===== src/rtl/parking_gate_ctrl.sv =====
`timescale 1ns/1ps
// ---------------------------------------------------------------------------
// parking_gate_ctrl
//
// Sequencing and arbitration controller for a four-spot parking lot. It owns
// the spot occupancy register and shares a single gate mechanism between the
// entry and exit lanes. Arriving cars get the lowest free spot. Occupancy
// changes are committed only when the gate sensor reports that the car has
// passed.
//
// Optional feature macro: PARK_TIMEOUT_EN
//   When it is defined, an open gate auto-closes after TIMEOUT cycles without
//   car_passed. When it is undefined, there is no timer and timeout is tied 0.
//
// Parameters
//   TIMEOUT        cycles a gate may stay open without a pass (2..255)
//   INIT_OCC       occupancy loaded on reset
//
// Ports
//   clk            rising-edge clock
//   rst            synchronous active-high reset
//   entry_req      level: car waiting at the entry lane
//   exit_req       level: car waiting at the exit lane
//   exit_spot      spot index of the exiting car, valid with exit_req
//   car_passed     pulse: car cleared the currently open gate
//   entry_open     entry gate open
//   exit_open      exit gate open
//   assigned_spot  spot given to the entering car, valid while entry_open
//   occupancy      bit i set = spot i occupied
//   free_cnt       number of free spots, 0..4
//   full           all four spots occupied
//   exit_err       pulse: exit requested for an empty spot
//   timeout        pulse: gate auto-closed without a pass
// ---------------------------------------------------------------------------
module parking_gate_ctrl #(
  parameter int unsigned TIMEOUT  = 16,
  parameter logic [3:0]  INIT_OCC = 4'b0000
) (
  input  logic       clk,
  input  logic       rst,
  input  logic       entry_req,
  input  logic       exit_req,
  input  logic [1:0] exit_spot,
  input  logic       car_passed,
  output logic       entry_open,
  output logic       exit_open,
  output logic [1:0] assigned_spot,
  output logic [3:0] occupancy,
  output logic [2:0] free_cnt,
  output logic       full,
  output logic       exit_err,
  output logic       timeout
);

  typedef enum logic [1:0] {
    ST_IDLE  = 2'd0,
    ST_ENTRY = 2'd1,
    ST_EXIT  = 2'd2
  } state_t;

  state_t     r_state, w_state_next;
  logic [3:0] r_occ, w_occ_next;
  logic [1:0] r_assigned_spot, w_assigned_spot_next;
  logic [1:0] r_exit_spot, w_exit_spot_next;
  logic       r_last_exit, w_last_exit_next;  // 1: the exit lane was served last
  logic       r_exit_err, w_exit_err_next;

  logic       w_full;
  logic       w_entry_elig;
  logic       w_exit_elig;
  logic       w_exit_bad;
  logic       w_grant_entry;
  logic       w_grant_exit;
  logic       w_expire;
  logic [1:0] w_lowest_free;

  assign w_full       = (r_occ == 4'b1111);
  assign w_entry_elig = entry_req && !w_full;
  assign w_exit_elig  = exit_req && r_occ[exit_spot];
  assign w_exit_bad   = exit_req && !r_occ[exit_spot];

  // Round-robin arbitration: on a tie, the lane that was not served last
  // wins.
  assign w_grant_entry = w_entry_elig && (!w_exit_elig || r_last_exit);
  assign w_grant_exit  = w_exit_elig && !w_grant_entry;

  // Find the lowest free spot. The loop scans downward, so the last hit it
  // records is the lowest index.
  always_comb begin
    w_lowest_free = 2'd0;
    for (int i = 3; i >= 0; i--) begin
      if (!r_occ[i]) begin
        w_lowest_free = 2'(i);
      end
    end
  end

`ifdef PARK_TIMEOUT_EN
  logic [7:0] r_timer;

  // The timer is held at zero while the FSM is in IDLE. The first open cycle
  // therefore always sees zero, and the timer counts up from there.
  always_ff @(posedge clk) begin
    if (rst) begin
      r_timer <= 8'd0;
    end else if (r_state == ST_IDLE) begin
      r_timer <= 8'd0;
    end else begin
      r_timer <= r_timer + 8'd1;
    end
  end

  // A pass in the expiry cycle takes priority over the auto-close.
  assign w_expire = (r_state != ST_IDLE) && (r_timer == 8'(TIMEOUT - 1)) && !car_passed;
`else
  assign w_expire = 1'b0;
`endif

  always_ff @(posedge clk) begin
    if (rst) begin
      r_state         <= ST_IDLE;
      r_occ           <= INIT_OCC;
      r_assigned_spot <= 2'd0;
      r_exit_spot     <= 2'd0;
      r_last_exit     <= 1'b1;
      r_exit_err      <= 1'b0;
    end else begin
      r_state         <= w_state_next;
      r_occ           <= w_occ_next;
      r_assigned_spot <= w_assigned_spot_next;
      r_exit_spot     <= w_exit_spot_next;
      r_last_exit     <= w_last_exit_next;
      r_exit_err      <= w_exit_err_next;
    end
  end

  always_comb begin
    w_state_next         = r_state;
    w_occ_next           = r_occ;
    w_assigned_spot_next = r_assigned_spot;
    w_exit_spot_next     = r_exit_spot;
    w_last_exit_next     = r_last_exit;
    w_exit_err_next      = 1'b0;
    unique case (r_state)
      ST_IDLE: begin
        // A bad exit request never blocks an eligible entry.
        w_exit_err_next = w_exit_bad;
        if (w_grant_entry) begin
          w_assigned_spot_next = w_lowest_free;
          w_last_exit_next     = 1'b0;
          w_state_next         = ST_ENTRY;
        end else if (w_grant_exit) begin
          w_exit_spot_next = exit_spot;
          w_last_exit_next = 1'b1;
          w_state_next     = ST_EXIT;
        end
      end
      ST_ENTRY: begin
        if (car_passed) begin
          w_occ_next   = r_occ | (4'b0001 << r_assigned_spot);
          w_state_next = ST_IDLE;
        end else if (w_expire) begin
          w_state_next = ST_IDLE;
        end
      end
      ST_EXIT: begin
        if (car_passed) begin
          w_occ_next   = r_occ & ~(4'b0001 << r_exit_spot);
          w_state_next = ST_IDLE;
        end else if (w_expire) begin
          w_state_next = ST_IDLE;
        end
      end
      default: begin
        w_state_next = ST_IDLE;
      end
    endcase
  end

  assign entry_open    = (r_state == ST_ENTRY);
  assign exit_open     = (r_state == ST_EXIT);
  assign assigned_spot = r_assigned_spot;
  assign occupancy     = r_occ;
  assign full          = w_full;
  assign free_cnt      = {2'b00, ~r_occ[0]} + {2'b00, ~r_occ[1]}
                       + {2'b00, ~r_occ[2]} + {2'b00, ~r_occ[3]};
  assign exit_err      = r_exit_err;
  assign timeout       = w_expire;

endmodule


===== config.mk =====
export PLATFORM = sky130hd
export DESIGN_NAME = parking_gate_ctrl
export DESIGN_NICKNAME = d
export VERILOG_FILES = /design/src/rtl/parking_gate_ctrl.sv
export SDC_FILE = /design/constraint.sdc
export NUM_CORES = 1
export LEC_CHECK = 0
export CAP_MARGIN = 20
export CORE_UTILIZATION = 30
export CTS_CLUSTER_SIZE = 20
export DETAILED_ROUTE_END_ITERATION = 7
export PLACE_DENSITY = 0.53
export SLEW_MARGIN = 20
export SYNTH_ARGS = -nofsm -noshare
export SYNTH_HDL_FRONTEND = slang
export SYNTH_SLANG_ARGS = --single-unit

===== constraint.sdc =====
create_clock -name clk -period 1.61 [get_ports clk]
set_input_delay 0.322 -clock clk [delete_from_list [all_inputs] [get_ports clk]]
set_output_delay 0.322 -clock clk [all_outputs]
set_load 0.03 [all_outputs]

# [Yosys cells after proc, flatten, opt, wreduce, memory -nomap -nowiden]
# Cells that the tools add are included.
[op_classes] reduce_logical=20 add_sub_neg=3 magnitude_cmp=1 bitwise_logic=9 eq_ne=7 n_mux=15 shifts=2
[op_table] cell="$mux W2" n=7
[op_table] cell="$mux W4" n=2
[op_table] cell="$pmux W4 S2" n=1
[op_table] cell="$shl A1 B2 Y4 const A" n=2
[op_table] cell="$not A1 Y1" n=6
[op_table] cell="$reduce_and A2 Y1" n=3
[op_table] cell="$reduce_and A3 Y1" n=2
[op_table] cell="$logic_and A1 B1 Y1" n=5
[op_table] cell="$and A4 B4 Y4" n=1
[op_table] cell="$eq A4 B4 Y1 const B" n=1
[op_table] cell="$logic_not A1 Y1" n=4
[op_table] cell="$ne A2 B2 Y1 const B" n=2
[op_table] cell="$not A4 Y4" n=1
[op_table] cell="$or A4 B4 Y4" n=1
[op_table] cell="$pmux W2 S2" n=1
[op_table] cell="$reduce_bool A2 Y1" n=2
[op_table] cell="$reduce_or A2 Y1" n=2
[op_table] cell="$add A2 B1 Y3" n=1
[op_table] cell="$add A3 B1 Y3" n=1
[op_table] cell="$lt A2 B3 Y1 const B" n=1
[op_table] cell="$mux W1" n=3
[op_table] cell="$ne A3 B3 Y1 const B" n=1
[op_table] cell="$add A1 B1 Y2" n=1
[op_table] cell="$bmux W1 S2" n=1
[op_table] cell="5 further kinds" n=5
[totals] register_bits=12 elab_cells=63 out_inout_bits=14

# [Logic depth before layout (Yosys ltp)]
[depth] depth_word=11 mapped_depth=7 depth_no_buf=6

# [Worst setup path before layout]
# No wires, ideal clock.
[synth_timing] kind="register to output" startpoint="register r_occ[0] (netlist: occupancy[0])" endpoint="output port free_cnt[1]" path_stages_with_launch=5 slack_ps=-356 arrival_ps=1644 path_cell_list="dfxtp_1 -> fa_1 -> inv_1 -> ha_1 -> ha_1"
[synth_between] elab_chain_len=4
[synth_rtl] element="start: declaration" line_no="62" rtl="logic [3:0] r_occ, w_occ_next;"
[synth_rtl] element="start signal: assignment" line_no="129" rtl="r_occ <= w_occ_next;"
[synth_rtl] element="$not A1 Y1" line_no="185" rtl="assign free_cnt = {2'b00, ~r_occ[0]} + {2'b00, ~r_occ[1]}"
[synth_rtl] element="$add A1 B1 Y2" line_no="185"
[synth_rtl] element="$add A2 B1 Y3" line_no="186" rtl="+ {2'b00, ~r_occ[2]} + {2'b00, ~r_occ[3]};"
[synth_rtl] element="$add A3 B1 Y3" line_no="186"
[synth_rtl] element="end: declaration" line_no="49" rtl="output logic [2:0] free_cnt,"
# No other way between the ends.

# [Final worst setup path]
[layout_timing] startpoint="register r_occ[3] (netlist: occupancy[3])" endpoint="output port free_cnt[1]"
[layout_between] elab_chain_len=2
[layout_rtl] element="$not A1 Y1" line_no="186"
[layout_rtl] element="$add A3 B1 Y3" line_no="186"
# No other way between the ends.

==> summary.txt <==
STA
  • Final WS setup: -459 ps
  • Crit path time final: between 2000 and 2500 ps
  • Sum Neg Setup Slack: -1130 ps
  • RSZ-0062 raised after global routing: true
  • Finish-stage setup viols: 3
  • Final number of hold-violating endpoints: 0
  • Final Skew: between 2 and 3 ps
  • Max Freq: between 400 and 500 MHz
  • Period utilization: 1.28
  • Max Slew Vio Count: 0

Clock network
  • H-tree levels: 1
  • Clk Latency, worst-skew pair: around 270 ps
  • TritonCTS Buffers: 3
  • Post-CTS setup buffers: 0
  • CTS Sinks: 12
  • Root Driver: clkbuf_4
  • CTS tree: built
  • Clk slew on worst S/H paths: 80 ps
  • Clk buf depth: 2

Routing
  • Routed length per instance: approximately 13 microns
  • DRT antenna net count: 0
  • Initial drt markers: 17
  • Vias per inst: slightly above 5
  • DR pass1 iterations: 4
  • Drt drc: 0
  • Via count: between 800 and 900
  • WL final: approximately 2100 microns

Synth
  • Main combinational cell family by area after synthesis: simple AND/OR/NAND/NOR gates
  • #FFs+latches synth: 12
  • Multiplexer share of the synthesized area: 0.0818
  • Dominant synthesized flop cell: dfxtp_1
  • Adder-cell area share of the yosys netlist: 0.117
  • Yosys top cell area share: 0.296
  • Compound-Gate Fraction of Synth Area: 0.147
  • Post-Synthesis Cell Area: 811 sq um
  • Synth warn: 0
  • Ranking of synthesized cells by area: dfxtp_1, ha_1, mux2i_1, nand4_1, inv_1
  • XOR/XNOR share of the synthesized area: 0
  • Post-synth EDFFs: 0
  • Cells after synthesis: 95
  • Synth unique cells: 33
  • Area leader, netlist: dfxtp_1
  • Post-synth net total: between 100 and 150
  • Synth top cells by count: dfxtp_1, inv_1, nand2_1
  • Synth Area per Inst: 8.53 sq um
  • Sequential area share after synthesis: 0.296
  • Cell with the most instances after synthesis: dfxtp_1
  • Synth Area in Simple Gates: 0.293
  • Async SR Flop Fraction: 0

Worst setup path
  • R2R Path End: r_exit_spot[0]$_SDFFE_PP0P_
  • Crit end category: output port
  • Critical path cell sequence: fa_1 > inv_2 > ha_4 > ha_4 > buf_6
  • Crit-path max cell delay: 550 ps
  • Reg2reg setup slack: 120 ps
  • Cell mode on critical path: ha_4
  • Worst path top cell family by delay: adder cells
  • Worst Path Arrival: 1750 ps
  • Buf/Inv on CP: 2
  • CP max FO: 2
  • R2R Path Start: occupancy[0]$_SDFFE_PP0P_
  • Crit path max-delay cell type: fa_1
  • R2R depth: 6
  • Crit path launch type: flip-flop
  • Setup Crit Path Kind: reg -> out
  • Required @ worst endpoint: 1290 ps

GRT
  • GRT Overall Usage: 0.170
  • Global-route wire length before repair: about 3500 microns
  • Congestion Overflow GR: 0
  • Largest net degree at the start of global routing: 17
  • Antenna violations before repair: 0
  • Vias in the first global route: approximately 780

Cells and area
  • Non-Filler Instances: 160
  • Area growth from synthesis to layout: 53.5%
  • Fin nets: between 100 and 150
  • Multi-input logic area: ~580 sq um
  • Share of layout cells above drive strength 1: 0.285
  • Register Area: between 200 and 300 sq um
  • Antenna cells: 0
  • Number of filler cells placed in the layout: 251

Floorplan
  • # rows: 18
  • Initial Util: 0.321
  • Die X: ~54 microns
  • Ports: 21
  • Die area: 2910 sq um
  • Die height: ~54 microns
  • Core ar.: 2520 sq um

Min path
  • Hold crit path type: reg -> reg
  • Cell count of the worst hold path: 2
  • WHS Endpoint: r_state[0]$_SDFFE_PP0P_
  • Beginning of the worst hold path: r_state[0]$_SDFFE_PP0P_

Flow run
  • Max-Cap Viols: 0

Placement
  • Port Buffers: 19
  • Post-DP HPWL: 1640 microns
  • Dpl cells: roughly 160
  • GPL Wtd Cong: between 0.8 and 0.9

Run status
  • Outcome: finished, violations left
  • Failing checks: setup timing

Power and ir drop
  • Post-layout power: 0.680 mW
  • Maximum VDD drop: ~370 uV
  • PD cells: around 550 nW/um^2
  • Leakage: around 0.53 nW
[routing by layer]
layer	vias to the layer above	GRT usage	wire, microns	share of wire
li1	412	-	-	-
met1	388	0.228	1020	0.48
met2	17	0.265	1010	0.48
met3	4	0.0169	54	0.025
met4	0	0.0897	42	0.020
met5	-	0	0	0
[metrics by stage]
step           hold slack (ps)  instance area (sq um)   util  setup slack [ps]
4_1_cts                    506                   1220  0.485              -469
3_5_place_dp               492                   1170  0.466              -520
2_1_floorplan              467                    847      -              -134
3_3_place_gp               490                   1170  0.466              -511
6_report                   504                   1240  0.494              -459
5_1_grt                    517                   1240  0.494              -512
[power breakdown]
part | switching, mW | internal, mW
registers | 0.00729 | 0.302
clock network | 0.103 | 0.0961
logic | 0.0902 | 0.0816
[worst reg2reg max path, delay by kind of cell (launching register included)]
kind / cells / cell delay (ps)
simple gates: 1 / 210
flops: 1 / 350
buf+inv: 2 / 290
compound gates: 1 / 120
mux: 2 / 410
[logic make-up after synthesis]
group,Yosys count
and+or+nand+nor,41
AOI/OAI and AO/OA,16
buffers and inverters,12
DFF,12
adders and majority gates,7
muxes,6
other,1
[sequential cells by signal, indices dropped and copies added, names as in the netlist]
register,cells
r_state,2
occupancy,4
assigned_spot,2
r_last_exit,1
r_exit_spot,2
exit_err,1
[placed cells by master, fill, tap and decap left out, types with 2 or more instances in the layout]
master	count
nand4_1	6
nand2b_1	5
clkbuf_4	3
clkdlybuf4s50_1	6
nand3_1	5
nor2b_1	2
ha_1	3
ha_4	3
a21oi_1	5
dfxtp_4	3
buf_6	5
nand2_1	8
nor2_1	4
inv_2	2
dfxtp_1	9
mux2i_1	4
inv_1	7
o21ai_0	4
dlygate4sd2_1	7
buf_4	14
nand4b_1	3
[area by class of cell]
| type | instances | area share |
|---|---|---|
| Multi-Input combinational cell | 71 | 0.468 |
| Timing Repair Buffer | 34 | 0.251 |
| Sequential cell | 12 | 0.202 |
| Tap cell | 30 | 0.0302 |
| Inverter | 9 | 0.0271 |
| Clock buffer | 4 | 0.0211 |
[worst max-delay path by stage]
| stage | slack [ps] | cells past startpoint | startpoint | endpoint |
|---|---|---|---|---|
| after global routing | -510 | 5 | occupancy[3]$_SDFFE_PP0P_ | free_cnt[1] |
| final | -460 | 5 | occupancy[3]$_SDFFE_PP0P_ | free_cnt[1] |
| after global placement | -510 | 5 | occupancy[0]$_SDFFE_PP0P_ | free_cnt[2] |
| after CTS | -470 | 5 | occupancy[3]$_SDFFE_PP0P_ | free_cnt[1] |
| after floorplan | -130 | 4 | occupancy[0]$_SDFFE_PP0P_ | free_cnt[1] |
| after detailed placement | -520 | 5 | occupancy[0]$_SDFFE_PP0P_ | free_cnt[2] |
[what timing repair did]
| item | CTS | global route |
|---|---|---|
| resized for setup | 22 | 5 |
| hold buffers | 0 | 0 |
| endpoints found under the setup margin | 16 | 5 |
| pin swaps | 1 | 0 |
No activity file was read; power rests on OpenSTA's default activity.
==> RTL edit (same flow settings) <==
Encoding of `state_t`: now one-hot (3 bits for 3 states).
--- a/src/rtl/parking_gate_ctrl.sv
+++ b/src/rtl/parking_gate_ctrl.sv
@@ -52,10 +52,10 @@
   output logic       timeout
 );
 
-  typedef enum logic [1:0] {
-    ST_IDLE  = 2'd0,
-    ST_ENTRY = 2'd1,
-    ST_EXIT  = 2'd2
+  typedef enum logic [2:0] {
+    ST_IDLE  = 3'b001,
+    ST_ENTRY = 3'b010,
+    ST_EXIT  = 3'b100
   } state_t;
 
   state_t     r_state, w_state_next;
Formal check against the unedited RTL: no difference found for any inputs over 10 cycles, from zero or initial values and one cycle with rst high; not proved beyond that.
==> RTL edit against the original RTL <==
  * Synthesized area shrank 2.5%
  * Worst setup slack lost 0.00096 ns
  * Hold slack lost 0.075 ns
  * Wire length shrank 7.8%
  * Critical path depth is the same
  * Power shrank 1.4%
  * Critical path type unchanged
  * Sequential power grew 8.7%
  * The run still ends with negative setup slack left
  * Sequential cell count grew 1
  * Maximum frequency is essentially flat
  * Largest cell class unchanged
  * Design area shrank 6.1%
  * First-iteration DRC count shrank 18%
==> RTL edit: results (changes against the original RTL) <==
| Metric | Value |
|---|---|
| Post CTS Setup Buffer Count | `1 (was 0)` |
| Placement-stage cell area | `1120 sq um (was 1170 sq um)` |
| Vias in the first global route | `701 (was 776)` |
| Dpl hpwl | `1.52 mm (was 1.64 mm)` |
| Met3 usage | `5.17% (was 1.69%)` |
| Yosys cell types | `34 (was 33)` |
| First-pass GRT wire length | `3.11 mm (was 3.54 mm)` |
| Mux cell area share after synthesis | `10.3% (was 8.18%)` |
| Leak | `0.000540 uW (was 0.000525 uW)` |
| WL met1 | `946 microns (was 1.02 mm)` |
| Net count after synthesis | `103 (was 109)` |
| Worst ir drop on vdd | `0.317 mV (was 0.371 mV)` |
| Total track usage | `16.0% (was 17.0%)` |
| Post-Place Worst Slack | `-0.531 ns (was -0.520 ns)` |
| Compound-Gate Fraction of Synth Area | `11.7% (was 14.7%)` |
| 1st-iter DRT viols | `14 (was 17)` |
| Synth area leaders | `dfxtp_1, mux2i_1, nand2b_1 (was dfxtp_1, ha_1, mux2i_1)` |
| Fin Setup TNS | `-1.12 ns (was -1.13 ns)` |
| Status | `finished with violations (unchanged)` |
| Synth Area in Adders | `7.28% (was 11.7%)` |
| Worst Skew | `0.00524 ns (was 0.00252 ns)` |
| Hold worst-path end | `r_exit_spot[1] (was r_state[0])` |
| Synth top cells by count | `dfxtp_1, nand2b_1, inv_1, mux2i_1, nor2_1 (was dfxtp_1, inv_1, nand2_1)` |
| Reg-to-reg setup timing slack | `0.10 ns (was 0.12 ns)` |
| Via count | `747 (was 821)` |
| Met2 Resource Use GR | `23.1% (was 26.5%)` |
| Post-synthesis cell count | `92 (was 95)` |
| Net Sw Power | `177 uW (was 201 uW)` |
| Layout cells sized above 1 | `27.2% (was 28.5%)` |
| Final hold slack | `0.429 ns (was 0.504 ns)` |
| DR WL met3 | `67 microns (was 54 microns)` |
| Fin nets | `137 (was 145)` |
| Placed cells | `150 (was 156)` |
| Violated checks | `negative setup slack (unchanged)` |
| Min setup slack post-route | `-0.460 ns (was -0.459 ns)` |
| Met1 Resource Use GR | `20.8% (was 22.8%)` |
| Largest net degree at the start of global routing | `10 (was 17)` |
| Final setup violation count | `3 (unchanged)` |
| Clock power frac | `30.0% (was 29.3%)` |
| Switching share of power | `26.4% (was 29.5%)` |
[RTL edit: cell types whose count changed after synthesis, sizes merged, moves of 3 or more]
cell,change
nor2,+3
ha,-3
nand4,-6
mux2i,+3
nand2b,+4
[RTL edit: critical path, cell delays in order (launching register included)]
cell	delay (ns)
dfxtp_4	0.35
fa_1	0.55
inv_2	0.05
ha_4	0.16
ha_4	0.26
buf_6	0.12
[RTL edit: area by class of cell]
class | count | area (sq um)
well taps | 30 | 37.5
inverters | 7 | 26.3
fillers | 247 | 1310
repair buffers | 32 | 285
clock buffers | 4 | 26.3
multi-input cells | 69 | 522
flip-flops and latches | 13 | 272
[RTL edit: cells by family (layout without fill, tap and decap cells)]
group                    Yosys count  count (layout)
AO/OA/AOI/OAI                     15              15
other                              1               1
multiplexers                       8               8
buffers and inverters             10              43
AND/OR/NAND/NOR                   41              41
adder cells (fa/ha/maj)            4               4
flip-flops                        13              13
